--- src/rtl/lutram_rd_pkg.sv ---
// ============================================================================
// Module      : lutram_rd_pkg
// Description : Shared defaults and FSM state type for the LUTRAM burst reader.
// Revision    : 1.0 - initial release
// ============================================================================
`default_nettype none

package lutram_rd_pkg;

    localparam int c_DATA_W     = 200;
    localparam int c_ADDR_W     = 13;
    localparam int c_MEM_DEPTH  = 8000;
    localparam int c_RD_LAT     = 2;
    localparam int c_FIFO_DEPTH = 4;

    typedef enum logic [1:0] {
        ST_IDLE  = 2'd0,
        ST_ISSUE = 2'd1,
        ST_DRAIN = 2'd2
    } state_t;

endpackage

`default_nettype wire

--- src/rtl/lutram_rd_fifo.sv ---
// ============================================================================
// Module      : lutram_rd_fifo
// Description : Synchronous show-ahead FIFO with occupancy count output.
// Revision    : 1.0 - initial release
// ============================================================================
`default_nettype none

module lutram_rd_fifo #(
    parameter int WIDTH = 8,
    parameter int DEPTH = 4
) (
    input  logic                       clk,
    input  logic                       rst_n,
    input  logic                       i_push,
    input  logic [WIDTH-1:0]           i_din,
    input  logic                       i_pop,
    output logic [WIDTH-1:0]           o_dout,
    output logic [$clog2(DEPTH):0]     o_count,
    output logic                       o_empty
);

    localparam int c_PTR_W = $clog2(DEPTH);

    logic [WIDTH-1:0]   r_mem [DEPTH];
    logic [c_PTR_W-1:0] r_wr_ptr;
    logic [c_PTR_W-1:0] r_rd_ptr;
    logic [c_PTR_W:0]   r_count;
    logic               w_do_push;
    logic               w_do_pop;

    // A full FIFO still accepts a push when a pop frees a slot in the same cycle.
    assign w_do_pop  = i_pop && (r_count != '0);
    assign w_do_push = i_push && ((r_count != (c_PTR_W+1)'(DEPTH)) || w_do_pop);

    always_ff @(posedge clk or negedge rst_n) begin
        if (!rst_n) begin
            r_wr_ptr <= '0;
            r_rd_ptr <= '0;
            r_count  <= '0;
        end else begin
            if (w_do_push) begin
                r_wr_ptr <= r_wr_ptr + 1'b1;
            end
            if (w_do_pop) begin
                r_rd_ptr <= r_rd_ptr + 1'b1;
            end
            case ({w_do_push, w_do_pop})
                2'b10:   r_count <= r_count + 1'b1;
                2'b01:   r_count <= r_count - 1'b1;
                default: r_count <= r_count;
            endcase
        end
    end

    always_ff @(posedge clk) begin
        if (w_do_push) begin
            r_mem[r_wr_ptr] <= i_din;
        end
    end

    assign o_dout  = r_mem[r_rd_ptr];
    assign o_count = r_count;
    assign o_empty = (r_count == '0);

endmodule

`default_nettype wire

--- src/rtl/lutram_burst_reader.sv ---
// ============================================================================
// Module      : lutram_burst_reader
// Description : Credit-throttled burst reader from a fixed-latency LUTRAM into
//               a valid/ready stream. Optional stall counter enabled by
//               LUTRAM_BURST_STALL_CNT_EN.
// Revision    : 1.0 - initial release
// ============================================================================
`default_nettype none

module lutram_burst_reader
    import lutram_rd_pkg::*;
#(
    parameter int DATA_W     = c_DATA_W,
    parameter int ADDR_W     = c_ADDR_W,
    parameter int MEM_DEPTH  = c_MEM_DEPTH,
    parameter int RD_LAT     = c_RD_LAT,
    parameter int FIFO_DEPTH = c_FIFO_DEPTH
) (
    input  logic              clk,
    input  logic              rst_n,
    input  logic              start,
    input  logic [ADDR_W-1:0] base_addr,
    input  logic [ADDR_W:0]   length,
    output logic              busy,
    output logic              done,
    output logic              err,
    output logic              mem_enb,
    output logic [ADDR_W-1:0] mem_addrb,
    input  logic [DATA_W-1:0] mem_doutb,
    output logic              m_valid,
    input  logic              m_ready,
    output logic [DATA_W-1:0] m_data,
    output logic              m_last
`ifdef LUTRAM_BURST_STALL_CNT_EN
    ,
    output logic [31:0]       stall_cnt
`endif
);

    localparam int               c_PTR_W    = $clog2(FIFO_DEPTH);
    localparam int               c_CNT_W    = $clog2(FIFO_DEPTH + RD_LAT + 1);
    localparam logic [ADDR_W:0]  c_DEPTH_L  = (ADDR_W+1)'(MEM_DEPTH);
    localparam logic [ADDR_W-1:0] c_ADDR_MAX = ADDR_W'(MEM_DEPTH - 1);

    state_t              r_state;
    state_t              w_state_nxt;
    logic [ADDR_W-1:0]   r_addr;
    logic [ADDR_W:0]     r_left;
    logic [RD_LAT-1:0]   r_vpipe;
    logic [RD_LAT-1:0]   r_lpipe;
    logic                r_err;
    logic                r_zdone;

    logic                w_enb;
    logic                w_accept;
    logic                w_reject;
    logic                w_zero;
    logic                w_last_rd;
    logic                w_pop;
    logic                w_last_xfer;
    logic                w_credit_ok;
    logic [c_CNT_W-1:0]  w_inflight;
    logic                w_fifo_empty;
    logic                w_fifo_last;
    logic [DATA_W-1:0]   w_fifo_data;
    logic [c_PTR_W:0]    w_fifo_count;

    always_comb begin
        w_inflight = '0;
        for (int i = 0; i < RD_LAT; i++) begin
            w_inflight = w_inflight + c_CNT_W'(r_vpipe[i]);
        end
    end

    // Every read in flight already owns a FIFO slot, so the FIFO cannot overflow.
    assign w_credit_ok = (w_inflight + c_CNT_W'(w_fifo_count)) < c_CNT_W'(FIFO_DEPTH);
    assign w_last_rd   = (r_left == (ADDR_W+1)'(1));
    assign w_pop       = !w_fifo_empty && m_ready;
    assign w_last_xfer = w_pop && w_fifo_last;

    always_ff @(posedge clk or negedge rst_n) begin
        if (!rst_n) begin
            r_state <= ST_IDLE;
        end else begin
            r_state <= w_state_nxt;
        end
    end

    always_comb begin
        w_state_nxt = r_state;
        w_enb       = 1'b0;
        w_accept    = 1'b0;
        w_reject    = 1'b0;
        w_zero      = 1'b0;
        case (r_state)
            ST_IDLE: begin
                if (start) begin
                    if ({1'b0, base_addr} >= c_DEPTH_L) begin
                        w_reject = 1'b1;
                    end else if (length == '0) begin
                        w_zero = 1'b1;
                    end else begin
                        w_accept    = 1'b1;
                        w_state_nxt = ST_ISSUE;
                    end
                end
            end
            ST_ISSUE: begin
                w_enb = w_credit_ok;
                if (w_credit_ok && w_last_rd) begin
                    w_state_nxt = ST_DRAIN;
                end
            end
            ST_DRAIN: begin
                if (w_last_xfer) begin
                    w_state_nxt = ST_IDLE;
                end
            end
            default: w_state_nxt = ST_IDLE;
        endcase
    end

    always_ff @(posedge clk or negedge rst_n) begin
        if (!rst_n) begin
            r_addr  <= '0;
            r_left  <= '0;
            r_vpipe <= '0;
            r_lpipe <= '0;
            r_err   <= 1'b0;
            r_zdone <= 1'b0;
        end else begin
            r_err   <= w_reject;
            r_zdone <= w_zero;
            if (w_accept) begin
                r_addr <= base_addr;
                r_left <= length;
            end else if (w_enb) begin
                r_addr <= (r_addr == c_ADDR_MAX) ? '0 : r_addr + 1'b1;
                r_left <= r_left - 1'b1;
            end
            r_vpipe[0] <= w_enb;
            r_lpipe[0] <= w_enb && w_last_rd;
            for (int i = 1; i < RD_LAT; i++) begin
                r_vpipe[i] <= r_vpipe[i-1];
                r_lpipe[i] <= r_lpipe[i-1];
            end
        end
    end

    lutram_rd_fifo #(
        .WIDTH (DATA_W + 1),
        .DEPTH (FIFO_DEPTH)
    ) u_fifo (
        .clk     (clk),
        .rst_n   (rst_n),
        .i_push  (r_vpipe[RD_LAT-1]),
        .i_din   ({r_lpipe[RD_LAT-1], mem_doutb}),
        .i_pop   (w_pop),
        .o_dout  ({w_fifo_last, w_fifo_data}),
        .o_count (w_fifo_count),
        .o_empty (w_fifo_empty)
    );

    assign busy      = (r_state != ST_IDLE);
    assign done      = r_zdone || ((r_state == ST_DRAIN) && w_last_xfer);
    assign err       = r_err;
    assign mem_enb   = w_enb;
    assign mem_addrb = r_addr;
    assign m_valid   = !w_fifo_empty;
    assign m_data    = w_fifo_data;
    assign m_last    = !w_fifo_empty && w_fifo_last;

`ifdef LUTRAM_BURST_STALL_CNT_EN
    logic [31:0] r_stall_cnt;

    always_ff @(posedge clk or negedge rst_n) begin
        if (!rst_n) begin
            r_stall_cnt <= '0;
        end else if (w_accept) begin
            r_stall_cnt <= '0;
        end else if (m_valid && !m_ready && (r_stall_cnt != '1)) begin
            r_stall_cnt <= r_stall_cnt + 1'b1;
        end
    end

    assign stall_cnt = r_stall_cnt;
`endif

endmodule

`default_nettype wire

--- config.mk ---
export PLATFORM = sky130hd
export DESIGN_NAME = lutram_burst_reader
export DESIGN_NICKNAME = d
export VERILOG_FILES = /design/src/rtl/lutram_rd_pkg.sv /design/src/rtl/lutram_rd_fifo.sv /design/src/rtl/lutram_burst_reader.sv
export SDC_FILE = /design/constraint.sdc
export NUM_CORES = 1
export LEC_CHECK = 0
export CAP_MARGIN = 10
export CORE_AREA = 2 2 338 239
export CTS_BUF_LIST = sky130_fd_sc_hd__clkbuf_16
export DETAILED_ROUTE_END_ITERATION = 7
export DIE_AREA = 0 0 340 241
export PLACE_DENSITY_LB_ADDON = 0.25
export SYNTH_ARGS = -nofsm -noshare
export SYNTH_HDL_FRONTEND = slang
export SYNTH_SLANG_ARGS = --single-unit
--- constraint.sdc ---
create_clock -name clk -period 12.85 [get_ports clk]
set_clock_uncertainty 0.2 [all_clocks]
set_input_delay 1.285 -clock clk [delete_from_list [all_inputs] [get_ports clk]]
set_output_delay 1.285 -clock clk [all_outputs]
set_load 0.01 [all_outputs]
# Word-level counts from Yosys, hierarchy flattened
# Memories as Yosys holds them, arrays and structs flattened.
# Cells that the tools add are included.
[word_totals] register_bits=42 ramBits=804 in_bits=231 output_inout_bits=219 word_cells=78 mem_count=1
[classes] n_addsub=8 order_cmp=2 eq_ne=12 mux=26 n_reduce_logical=19
[memory_table] memory="u_fifo.r_mem" words=4 width=201 read_ports=1 rd_clocked_by_memory_dff=0 write_ports=1 line_no="lutram_rd_fifo.sv:24" rtl="logic [WIDTH-1:0] r_mem [DEPTH];"
[op_table] op="2-to-1 mux 13 bit" n=3
[op_table] op="2-to-1 mux 14 bit" n=2
[op_table] op="equality test 14 x 1 -> 1 bit (second input constant)" n=1
[op_table] op="zero test 14 bit" n=1
[op_table] op="2-to-1 mux 1 bit" n=14
[op_table] op="subtractor 14 x 1 -> 14 bit (second input constant)" n=1
[op_table] op="adder 13 x 1 -> 13 bit (second input constant)" n=1
[op_table] op="equality test 13 bit (second input constant)" n=1
[op_table] op="greater-or-equal comparator 13 bit (second input constant)" n=1
[op_table] op="2-to-1 mux 2 bit" n=5
[op_table] op="!= test 2 bit (second input constant)" n=5
[op_table] op="logical AND 1 bit" n=8
[op_table] op="one-hot mux 2 bit (3 select lines)" n=1
[op_table] op="one-hot mux 3 bit (2 select lines)" n=1
[op_table] op="nonzero test 2 bit" n=3
[op_table] op="AND reduction 5 bit" n=1
[op_table] op="adder 2 x 1 -> 2 bit (second input constant)" n=2
[op_table] op="equality test 2 x 1 -> 1 bit (second input constant)" n=2
[op_table] op="equality test 2 bit (second input constant)" n=2
[op_table] op="adder 2 x 3 -> 3 bit" n=1
[op_table] op="adder 3 x 1 -> 3 bit (second input constant)" n=1
[op_table] op="zero test 3 bit" n=1
[op_table] op="< comparator 3 bit (second input constant)" n=1
[op_table] op="!= test 3 bit (second input constant)" n=1
[op_table] op="6 further kinds" n=7

# Depth between registers and ports, before layout
# Gate-level depths: netlist (run 1).
[depth] word_depth=8 mapped_depth=8 ltp_nobuf=7

# By module
# A second synthesis (run 1) with hierarchy kept.
[unflattened] cells_unflattened=1331 area_unflattened_um2=31529.0
[by_module_without_submodules] module="lutram_rd_fifo" instances=1 cells_each=1101 area_each_um2=29513.3 seq_area_each_um2=24318.3
[by_module_without_submodules] module="lutram_burst_reader" instances=1 cells_each=230 area_each_um2=2015.7 seq_area_each_um2=875.8

# Least setup slack after synthesis (run 1)
# No wires, ideal clock.
[synth_path] path_kind="input to register" start="in m_ready" end="mem u_fifo.r_mem[0][0] (netlist name) (enable)" setup_time_ns=0.586 t_arrival_ns=6.139 required_ns=12.064 path_slack_ns=5.924 stages=2 path_buffers=0 cell_sequence="o41a_1 and2_1"
[synth_between] elab_chain_cells=6
[synth_lines] element="from (decl)" line_no="lutram_burst_reader.sv:31" rtl="input logic m_ready,"
[synth_lines] element="logical AND 1 bit" line_no="lutram_burst_reader.sv:78" rtl="assign w_pop = !w_fifo_empty && m_ready;"
[synth_lines] element="logical AND 1 bit" line_no="lutram_rd_fifo.sv:32" rtl="assign w_do_pop = i_pop && (r_count != '0);"
[synth_lines] element="logical OR 1 bit" line_no="lutram_rd_fifo.sv:33" rtl="assign w_do_push = i_push && ((r_count != (c_PTR_W+1)'(DEPTH)) || w_do_pop);"
[synth_lines] element="logical AND 1 bit" line_no="lutram_rd_fifo.sv:33"
[synth_lines] element="2-to-1 mux 1 bit" line_no="lutram_rd_fifo.sv:56" rtl="if (w_do_push) begin"
[synth_lines] element="2-to-1 mux 1 bit (not written as such)" line_no="lutram_rd_fifo.sv:57" rtl="r_mem[r_wr_ptr] <= i_din;"
[synth_lines] element="to (decl)" line_no="lutram_rd_fifo.sv:24"
# Every way passes these cells.

# Worst setup path after layout (run 1)
[layout_path] start="reg u_fifo.r_rd_ptr[1]" end="out m_data[40]"
[layout_between] elab_chain_cells=1
[layout_lines] element="from (decl)" line_no="lutram_rd_fifo.sv:26" rtl="logic [c_PTR_W-1:0] r_rd_ptr;"
[layout_lines] element="from (signal assigned)" line_no="lutram_rd_fifo.sv:45" rtl="r_rd_ptr <= r_rd_ptr + 1'b1;"
[layout_lines] element="memory read (4 x 201 bit)"
[layout_lines] element="to (decl)" line_no="lutram_burst_reader.sv:32" rtl="output logic [DATA_W-1:0] m_data,"
# Every way passes these cells.

==> qor.txt, run 1 <==
Worst skew pair latency: 630 ps
DRC viols: 0
Cell chain of the critical path: buf_4, buf_4, buf_4, mux4_2, clkdlybuf4s50_1
Tot Pwr: 9.63 mW
CP Depth: 5
Slowest cell on crit path: buf_4
Hold WC Path Type: reg2reg
Vias per inst: 5.15
Final Max Slew Viols: 0
Detail Route Antenna Nets: 0
Switching portion of total power: 29.5%
DP HPWL: 42.8 mm
RSZ-0062 raised after global routing: no
Hold_ws: 151 ps
Syn avg cell area: 23.9 um^2
Final setup viols: 0
Layout cells sized above 1: 18.0%
Leak: 12.9 nW
Root buffer cell: clkbuf_16
# Post-CTS Setup Buffers: 0
Final net count: 2,049
# hold bufs at CTS: 0
Fmax: 0.167 GHz
Delay-heaviest family, CP: buffers and inverters
Simple-gate share of the synthesized area: 1.92%
Min cycle time layout: 5990 ps
Row count: 86
CTS tree: done
Ys flop type: edfxtp_1
P_int: 6.79 mW
Inst Count DP: 2,782
Power share of the combinational group: 34.1%
Critical path fanouts, max: 60
Routability cong.: 0.795
Setup TNS: 0 ps
CP Launch Type: register
PortBufs: 449
Compound-cell area share of the yosys netlist: 1.42%
Count of different cell masters after synthesis: 56
Critical Path Max Stage Delay: 840 ps
Commonest cells after routing, fill and taps aside: 804 x edfxtp_1, 448 x clkdlybuf4s50_1, 201 x mux4_2
Critical Path Most Common Cell: buf_4
Post-DR wirelength/cell: 23.4 um
Commonest non-fill, non-tap cell in the layout: edfxtp_1
Final Cycle Share: 46.6%
Clk sinks: 846
Count of final hold-check violations: 0
Filler Cell Count: 6,111
Slew headroom: 30.3%
Initial core utilization: 39.9%
Crit Path Category: reg2out
Die area: 81,900 um^2
Critical path buffers and inverters: 4
Post-layout util: 50.5%
Ys async rst share: 4.96%
Post-route design area: 39,600 um^2
Worst R2R Path Depth: 5
Reg clk slew, reported paths: 60 ps
Synth Register Bits: 846
Post-route setup slack: 6860 ps
Vias in the first global route: 15,599
Sequential area share after synthesis: 80.5%
Slew at the pin with the worst max-slew slack: 1040 ps
Post-synth EDFFs: 804
All-Layer GR Usage: 16.7%
Max rail drop VDD: 0.000161 V
Mapped Nets: 1,551
Power Density: 243 nW/um^2
Clk network pwr share: 24.0%
Post_cts resized: 0
CP endpoint kind: primary output
Area Growth Syn to Fin: 26.7%
Core ar.: 78,400 um^2
Worst EP required: 11,360 ps
Syn Inst Count: 1,311
Pre-CTS WS: 7360 ps
Max Cap Viol: 0
Mapped Area: 31,300 um^2
Global route total overflow: 0
Placed Area: 37,000 um^2
Sequential share of power: 41.8%
Drt initial violations: 1,029
Largest net degree at the start of global routing: 92
Num CTS Buffers: 81
Final Routed Wirelength: 68.5 mm
Yosys Warn Count: 0
Die height: 241 um
XOR/XNOR Fraction of Synth Area: 0.336%
Fin cells: 2,931
I/O pin total: 450
Adder-cell share of the synthesized area: 0.384%
Multiplexer share of the synthesized area: 14.5%
CTS H-tree depth: 3
Largest family of logic cells by synthesized area: multiplexers
Initial antenna violation count: 10
WHS Path Cells: 0
Switch Pwr: 2.84 mW
Crit path arrival time: 4510 ps
First-pass GRT wire length: 102 mm
Routed via count: 15,099
Pre-antenna DRT Iters: 5
DIE WIDTH: 340 um
Status: finished, final reports clean
Clk buf depth: 3
[final timing paths]
path	startpoint	endpoint	slack [ps]
worst max register to register	u_fifo.o_count[2]	u_fifo.r_mem[0][137]	9020
max in group asynchronous	rst_n	u_fifo.r_rd_ptr[1]	11070
worst min-delay path	r_lpipe[0]	r_lpipe[1]	150
worst max-delay path	u_fifo.r_rd_ptr[1]	m_data[40]	6860
worst min register to register	r_lpipe[0]	r_lpipe[1]	150
min in group asynchronous	rst_n	r_left[7]	630
[flip-flops by register name (all words and copies together), names as in the netlist]
signal           cells
err                  1
mem_addrb           13
r_left              14
r_lpipe              2
r_state              2
r_vpipe              2
r_zdone              1
u_fifo.o_count       3
u_fifo.r_mem       804
u_fifo.r_rd_ptr      2
u_fifo.r_wr_ptr      2
[cell families after synthesis]
logic type / count (synthesis)
DFF: 846
muxes: 203
and+or+nand+nor: 112
buffers and inverters: 65
AOI/OAI and AO/OA: 64
xor gates and xnor gates: 12
adders and majority gates: 9
[layer usage]
layer	global-route usage (%)	wire length, um
met2	25.9	32600
met4	4.12	1180
met3	4.38	4720
met5	0	102
met1	23.7	29800
[synthesized netlist by cell type (4+ instances only)]
master / count / area, um^2
ha_1: 8 / 100
xnor2_1: 8 / 70.1
nand3_1: 9 / 45.0
nor2_1: 24 / 90.1
nor4_1: 7 / 43.8
nand4_1: 8 / 50.1
and2_1: 9 / 56.3
clkbuf_1: 29 / 109
a21oi_1: 11 / 55.1
dfrtp_1: 42 / 1050
inv_1: 12 / 45.0
nor3_1: 12 / 60.1
nand2_1: 22 / 82.6
edfxtp_1: 804 / 24100
a22oi_1: 4 / 30.0
xor2_1: 4 / 35.0
o21ai_0: 16 / 80.1
mux4_2: 201 / 4530
a21o_1: 6 / 45.0
nand2b_1: 7 / 43.8
buf_2: 22 / 110
a221o_1: 5 / 50.1
[layout make-up]
class                   count  area [um^2]  area share (%)
inverters                  12         45.0           0.114
well taps                1056         1320            3.33
clock buffers              83         2080            5.24
diodes                      2         5.00          0.0126
flip-flops and latches    846        25200            63.6
clock inverters            64          508            1.28
repair buffers            468         4640            11.7
multi-input cells         400         5830            14.7
[power groups by stage]
stage               sequential [mW]  combinational [mW]  clock [mW]
global route                   4.10                3.51        2.49
floorplan                      4.14                1.77           0
CTS                            4.04                3.39        2.38
detailed placement             4.09                3.37           0
global placement               4.07                3.37           0
finish                         4.03                3.29        2.31
No activity file was read; power rests on OpenSTA's default activity.
==> run 2: changes to the inputs <==
- clock period: 12.85 -> 5.19 ns (I/O delays scaled with it)
==> qor.txt, run 2 (synthesized netlist as in run 1, its figures left out) <==
Crit path from: u_fifo.o_count[0] (was u_fifo.r_rd_ptr[1])
Worst skew pair latency: 610 ps (was 630 ps)
Crit Path Category: reg2out (unchanged)
Largest net degree at the start of global routing: 63 (was 92)
CP endpoint: mem_enb (was m_data[40])
Multi-input logic area: 5830 um^2 (unchanged)
Max reg flops: 804 (unchanged)
Num CTS Buffers: 82 (was 81)
Pre-CTS WS: 1780 ps (was 7360 ps)
Clk buf depth: 3 (unchanged)
Post_cts resized: 0 (unchanged)
Initial core utilization: 39.9% (unchanged)
Max Cap Viol: 0 (unchanged)
RSZ-0062 raised after global routing: no (unchanged)
Commonest cells after routing, fill and taps aside: 804 x edfxtp_1, 448 x clkdlybuf4s50_1, 201 x mux4_2 (unchanged)
Final Cycle Share: 78.6%
CP Depth: 5 (unchanged)
Post-route design area: 39,900 um^2 (was 39,600 um^2)
Critical path buffers and inverters: 2 (was 4)
Die area: 81,900 um^2 (unchanged)
FF/Latch Area: 25,200 um^2 (unchanged)
Count of final hold-check violations: 0 (unchanged)
Largest Register: u_fifo.r_mem (unchanged)
Hold WC Path Type: reg2reg (unchanged)
Critical path fanouts, max: 25 (was 60)
Routability cong.: 0.776 (was 0.795)
Final Routed Wirelength: 67.7 mm (was 68.5 mm)
Clk network pwr share: 23.1% (was 24.0%)
Vias per inst: 5.12 (was 5.15)
Filler Cell Count: 6,138 (was 6,111)
All-Layer GR Usage: 16.4% (was 16.7%)
I/O pin total: 450 (unchanged)
Critical Path Max Stage Delay: 680 ps (was 840 ps)
Power share of the combinational group: 34.8% (was 34.1%)
Switch Pwr: 7.08 mW (was 2.84 mW)
Reg-to-reg setup timing slack: 1960 ps (was 9020 ps)
Routed via count: 15,157 (was 15,099)
CTS tree: done (unchanged)
Setup TNS: 0 ps (unchanged)
Sequential share of power: 42.1% (was 41.8%)
Switching portion of total power: 29.7% (was 29.5%)
Placed Area: 37,400 um^2 (was 37,000 um^2)
Worst EP required: 4470 ps (was 11,360 ps)
Final setup viols: 0 (unchanged)
Layout cells sized above 1: 19.8% (was 18.0%)
DRC viols: 0 (unchanged)
Initial antenna violation count: 10 (unchanged)
CTS H-tree depth: 3 (unchanged)
R2r endpoint: mem_addrb[10] (was u_fifo.r_mem[0][137])
Post-DR wirelength/cell: 22.9 um (was 23.4 um)
Worst R2R Path Depth: 7 (was 5)
DP HPWL: 42.3 mm (was 42.8 mm)
Core ar.: 78,400 um^2 (unchanged)
Slew headroom: 32.4% (was 30.3%)
Detail Route Antenna Nets: 0 (unchanged)
Max rail drop VDD: 0.000279 V (was 0.000161 V)
Vias in the first global route: 15,719 (was 15,599)
Pre-antenna DRT Iters: 5 (unchanged)
Reg2reg start: u_fifo.o_count[0] (was u_fifo.o_count[2])
Final Max Slew Viols: 0 (unchanged)
Row count: 86 (unchanged)
PortBufs: 449 (unchanged)
DIE WIDTH: 340 um (unchanged)
Commonest non-fill, non-tap cell in the layout: edfxtp_1 (unchanged)
P_int: 16.8 mW (was 6.79 mW)
Area Growth Syn to Fin: 27.7% (was 26.7%)
Slew at the pin with the worst max-slew slack: 1010 ps (was 1040 ps)
Crit path arrival time: 3360 ps (was 4510 ps)
Drt initial violations: 1,068 (was 1,029)
Cell chain of the critical path: ha_1, a21o_1, a221o_2, inv_1, clkdlybuf4s50_1 (was buf_4, buf_4, buf_4, mux4_2, clkdlybuf4s50_1)
Post-route setup slack: 1110 ps (was 6860 ps)
First-pass GRT wire length: 100 mm (was 102 mm)
Clk sinks: 846 (unchanged)
Power Density: 597 nW/um^2 (was 243 nW/um^2)
Delay-heaviest family, CP: buffers and inverters (unchanged)
Fmax: 0.245 GHz
CP endpoint kind: primary output (unchanged)
Reg clk slew, reported paths: 70 ps (was 60 ps)
CP Launch Type: register (unchanged)
Leak: 13.0 nW (was 12.9 nW)
Final net count: 2,079 (was 2,049)
Root buffer cell: clkbuf_16 (unchanged)
Status: finished, final reports clean (unchanged)
Global route total overflow: 0 (unchanged)
Post-layout util: 50.9% (was 50.5%)
Min cycle time layout: 4080 ps
Slowest cell on crit path: clkdlybuf4s50_1 (was buf_4)
Die height: 241 um (unchanged)
-- run 2: per-stage QoR --
stage	power (mW)	cells	hold slack [ps]
floorplan	14.4	1311	23.4
finish	23.8	2962	151
detailed placement	18.7	2810	138
global placement	18.6	2810	139
CTS	24.3	2958	153
global route	25.0	2962	171
-- run 2: repair_timing --
item | in CTS | in global routing
hold endpoints to repair | 42 | 0
buffers inserted | 0 | 0
hold buffers | 1 | 0
-- run 2: worst reg2reg max path: stages (launching register included) --
cell	delay, ps
dfrtp_1	410
ha_1	300
a21o_1	200
a221o_2	520
inv_1	640
a21oi_1	330
a21o_1	240
a221o_1	290
-- run 2: power by group through the flow --
stage | Combinational [mW] | Clock, mW | Sequential, mW
global placement | 8.48 | 0 | 10.1
CTS | 8.53 | 5.67 | 10.1
detailed placement | 8.48 | 0 | 10.2
global route | 8.86 | 5.93 | 10.2
floorplan | 4.40 | 0 | 10.0
finish | 8.29 | 5.51 | 10.0
-- run 2: how the worst min path moves through the flow --
| stage | start | end | slack [ps] | depth (start not counted) |
|---|---|---|---|---|
| 3_3_place_gp | r_lpipe[0] | r_lpipe[1] | 140 | 0 |
| 4_1_cts | r_lpipe[0] | r_lpipe[1] | 150 | 0 |
| 3_5_place_dp | r_lpipe[0] | r_lpipe[1] | 140 | 0 |
| 2_1_floorplan | rst_n | err | 20 | 0 |
| 5_1_grt | r_lpipe[0] | r_lpipe[1] | 170 | 0 |
| 6_report | r_lpipe[0] | r_lpipe[1] | 150 | 0 |
-- run 2: area by class of cell --
cell class | instances | share of cell area [%]
flip-flops and latches | 846 | 63.1
clock inverters | 65 | 1.07
repair buffers | 497 | 12.7
clock buffers | 82 | 5.14
well taps | 1056 | 3.31
inverters | 12 | 0.113
diodes | 4 | 0.0251
multi-input cells | 400 | 14.6
-- run 2: layer usage --
layer	wire [um]	vias up	GRT usage (%)
met1	29300	7933	22.9
li1	-	6648	-
met5	97	-	0
met2	32400	455	25.3
met4	1360	14	4.55
met3	4570	107	4.58
==> run 3: changes to the inputs <==
- clock period: 5.19 -> 3.5 ns (I/O delays scaled with it)
==> qor.txt, run 3 (synthesized netlist as in run 1, its figures left out) <==
Crit path from: u_fifo.r_rd_ptr[1] (was u_fifo.o_count[0])
Switch Pwr: 10.6 mW (was 7.08 mW)
Detail Route Antenna Nets: 0 (unchanged)
Layout cells sized above 1: 20.0% (was 19.8%)
Crit path arrival time: 2810 ps (was 3360 ps)
Max rail drop VDD: 0.000706 V (was 0.000279 V)
CP Depth: 4 (was 5)
Critical Path Max Stage Delay: 710 ps (was 680 ps)
Reg clk slew, reported paths: 60 ps (was 70 ps)
Global route total overflow: 0 (unchanged)
Final net count: 2,086 (was 2,079)
Root buffer cell: clkbuf_16 (unchanged)
PortBufs: 449 (unchanged)
Count of final hold-check violations: 0 (unchanged)
Initial core utilization: 39.9% (unchanged)
Top Usage Layer GRT: met2 (unchanged)
Commonest cells after routing, fill and taps aside: 804 x edfxtp_1, 448 x clkdlybuf4s50_1, 201 x mux4_2 (unchanged)
Min cycle time layout: 3360 ps
Reg2reg start: u_fifo.o_count[0] (unchanged)
Vias in the first global route: 15,663 (was 15,719)
Drt initial violations: 1,047 (was 1,068)
Die height: 241 um (unchanged)
Reg-to-reg setup timing slack: 800 ps (was 1960 ps)
Worst R2R Path Depth: 8 (was 7)
Crit Path Category: reg2out (unchanged)
First-pass GRT wire length: 99.7 mm (was 100 mm)
Clk buf depth: 3 (unchanged)
Max reg flops: 804 (unchanged)
Fin cells: 2,971 (was 2,962)
Final Routed Wirelength: 67.5 mm (was 67.7 mm)
Initial antenna violation count: 7 (was 10)
Fmax: 0.298 GHz
Final setup viols: 0 (unchanged)
Largest net degree at the start of global routing: 84 (was 63)
Vias per inst: 5.09 (was 5.12)
GR Layer Usage met1: 22.5% (was 22.9%)
CP endpoint kind: primary output (unchanged)
Core ar.: 78,400 um^2 (unchanged)
R2r endpoint: mem_addrb[0] (was mem_addrb[10])
CP Launch Type: register (unchanged)
Post-route setup slack: 139 ps (was 1110 ps)
Sequential share of power: 40.7% (was 42.1%)
Pre-CTS WS: 634 ps (was 1780 ps)
Status: finished, final reports clean (unchanged)
Final Max Slew Viols: 0 (unchanged)
Die area: 81,900 um^2 (unchanged)
RSZ-0062 raised after global routing: no (unchanged)
Switching portion of total power: 29.5% (was 29.7%)
Cell chain of the critical path: buf_12, buf_4, mux4_2, clkdlybuf4s50_1 (was ha_1, a21o_1, a221o_2, inv_1, clkdlybuf4s50_1)
Row count: 86 (unchanged)
Clk network pwr share: 24.2% (was 23.1%)
Post-DR wirelength/cell: 22.7 um (was 22.9 um)
I/O pin total: 450 (unchanged)
Met2 track demand over resource: 25.6% (was 25.3%)
Routed via count: 15,131 (was 15,157)
Filler Cell Count: 6,107 (was 6,138)
Worst skew pair latency: 630 ps (was 610 ps)
Post-layout util: 51.3% (was 50.9%)
P_int: 25.5 mW (was 16.8 mW)
Slew headroom: 35.2% (was 32.4%)
DP HPWL: 42.1 mm (was 42.3 mm)
Area Growth Syn to Fin: 28.7% (was 27.7%)
Max Cap Viol: 0 (unchanged)
CP endpoint: m_data[37] (was mem_enb)
DIE WIDTH: 340 um (unchanged)
Commonest non-fill, non-tap cell in the layout: edfxtp_1 (unchanged)
Power share of the combinational group: 35.1% (was 34.8%)
All-Layer GR Usage: 16.3% (was 16.4%)
Power Density: 897 nW/um^2 (was 597 nW/um^2)
CTS H-tree depth: 3 (unchanged)
Routability cong.: 0.772 (was 0.776)
Critical path buffers and inverters: 3 (was 2)
Tot Pwr: 36.1 mW (was 23.8 mW)
Slew at the pin with the worst max-slew slack: 973 ps (was 1010 ps)
Worst EP required: 2950 ps (was 4470 ps)
Critical path fanouts, max: 25 (unchanged)
Num CTS Buffers: 82 (unchanged)
Pre-antenna DRT Iters: 4 (was 5)
DRC viols: 0 (unchanged)
Final Cycle Share: 96.0%
CTS tree: done (unchanged)
Largest Register: u_fifo.r_mem (unchanged)
Hold WC Path Type: in2reg (was reg2reg)
Delay-heaviest family, CP: buffers and inverters (unchanged)
Leak: 13.1 nW (was 13.0 nW)
Grt met3 use: 4.46% (was 4.58%)
Slowest cell on crit path: dfrtp_4 (was clkdlybuf4s50_1)
Clk sinks: 846 (unchanged)
Inst Count DP: 2,815 (was 2,810)
## run 3: power by group through the flow
stage,clock (mW),sequential (mW),combinational (mW)
after floorplan,0,14.9,6.52
after global placement,0,14.8,12.9
after detailed placement,0,14.9,12.9
after CTS,8.97,14.7,13.0
after global routing,9.37,14.9,13.5
final,8.72,14.7,12.7
## run 3: final cells by class
type	count	area, um^2	area share [%]
Tap cell	1056	1320	3.28
Inverter	12	48.8	0.121
Sequential cell	846	25200	62.6
Clock buffer	83	2080	5.16
Timing Repair Buffer	504	5190	12.9
Clock inverter	68	592	1.47
Antenna cell	2	5.00	0.0124
Multi-Input combinational cell	400	5840	14.5
## run 3: timing repair
item,4_1_cts,5_1_grt
gates cloned,0,0
gates resized for setup,1,1
pin swaps,0,0
endpoints found under the hold margin,42,0
endpoints found under the setup margin,1,1
hold buffers,1,0
setup buffers,0,2
## run 3: worst reg2reg max path, delay by kind of cell, from the launching register on
| kind | cells | cell delay, ps |
|---|---|---|
| DFF | 1 | 400 |
| AOI/OAI and AO/OA | 5 | 1450 |
| adders and majority gates | 1 | 210 |
| buffers and inverters | 2 | 340 |
## run 3: per-layer routing
metal / share of wire [%] / up-vias
li1: - / 6654
met1: 43 / 7934
met2: 48 / 424
met3: 6.7 / 107
met4: 2.0 / 12
met5: 0.12 / -
## run 3: worst min path at each step
| stage | to | start | cells after the start |
|---|---|---|---|
| 2_1_floorplan | err | rst_n | 0 |
| 3_3_place_gp | r_lpipe[1] | r_lpipe[0] | 0 |
| 3_5_place_dp | r_lpipe[1] | r_lpipe[0] | 0 |
| 4_1_cts | mem_addrb[1] | base_addr[1] | 3 |
| 5_1_grt | mem_addrb[1] | base_addr[1] | 3 |
| 6_report | mem_addrb[1] | base_addr[1] | 3 |
## run 3: per-stage QoR
stage          hold slack (ps)  TNS [ps]  cell area (um^2)
2_1_floorplan             -146   -293800             31300
3_3_place_gp               164         0             37600
3_5_place_dp               163         0             37600
4_1_cts                   6.14         0             40200
5_1_grt                   52.6         0             40300
6_report                  51.1         0             40300
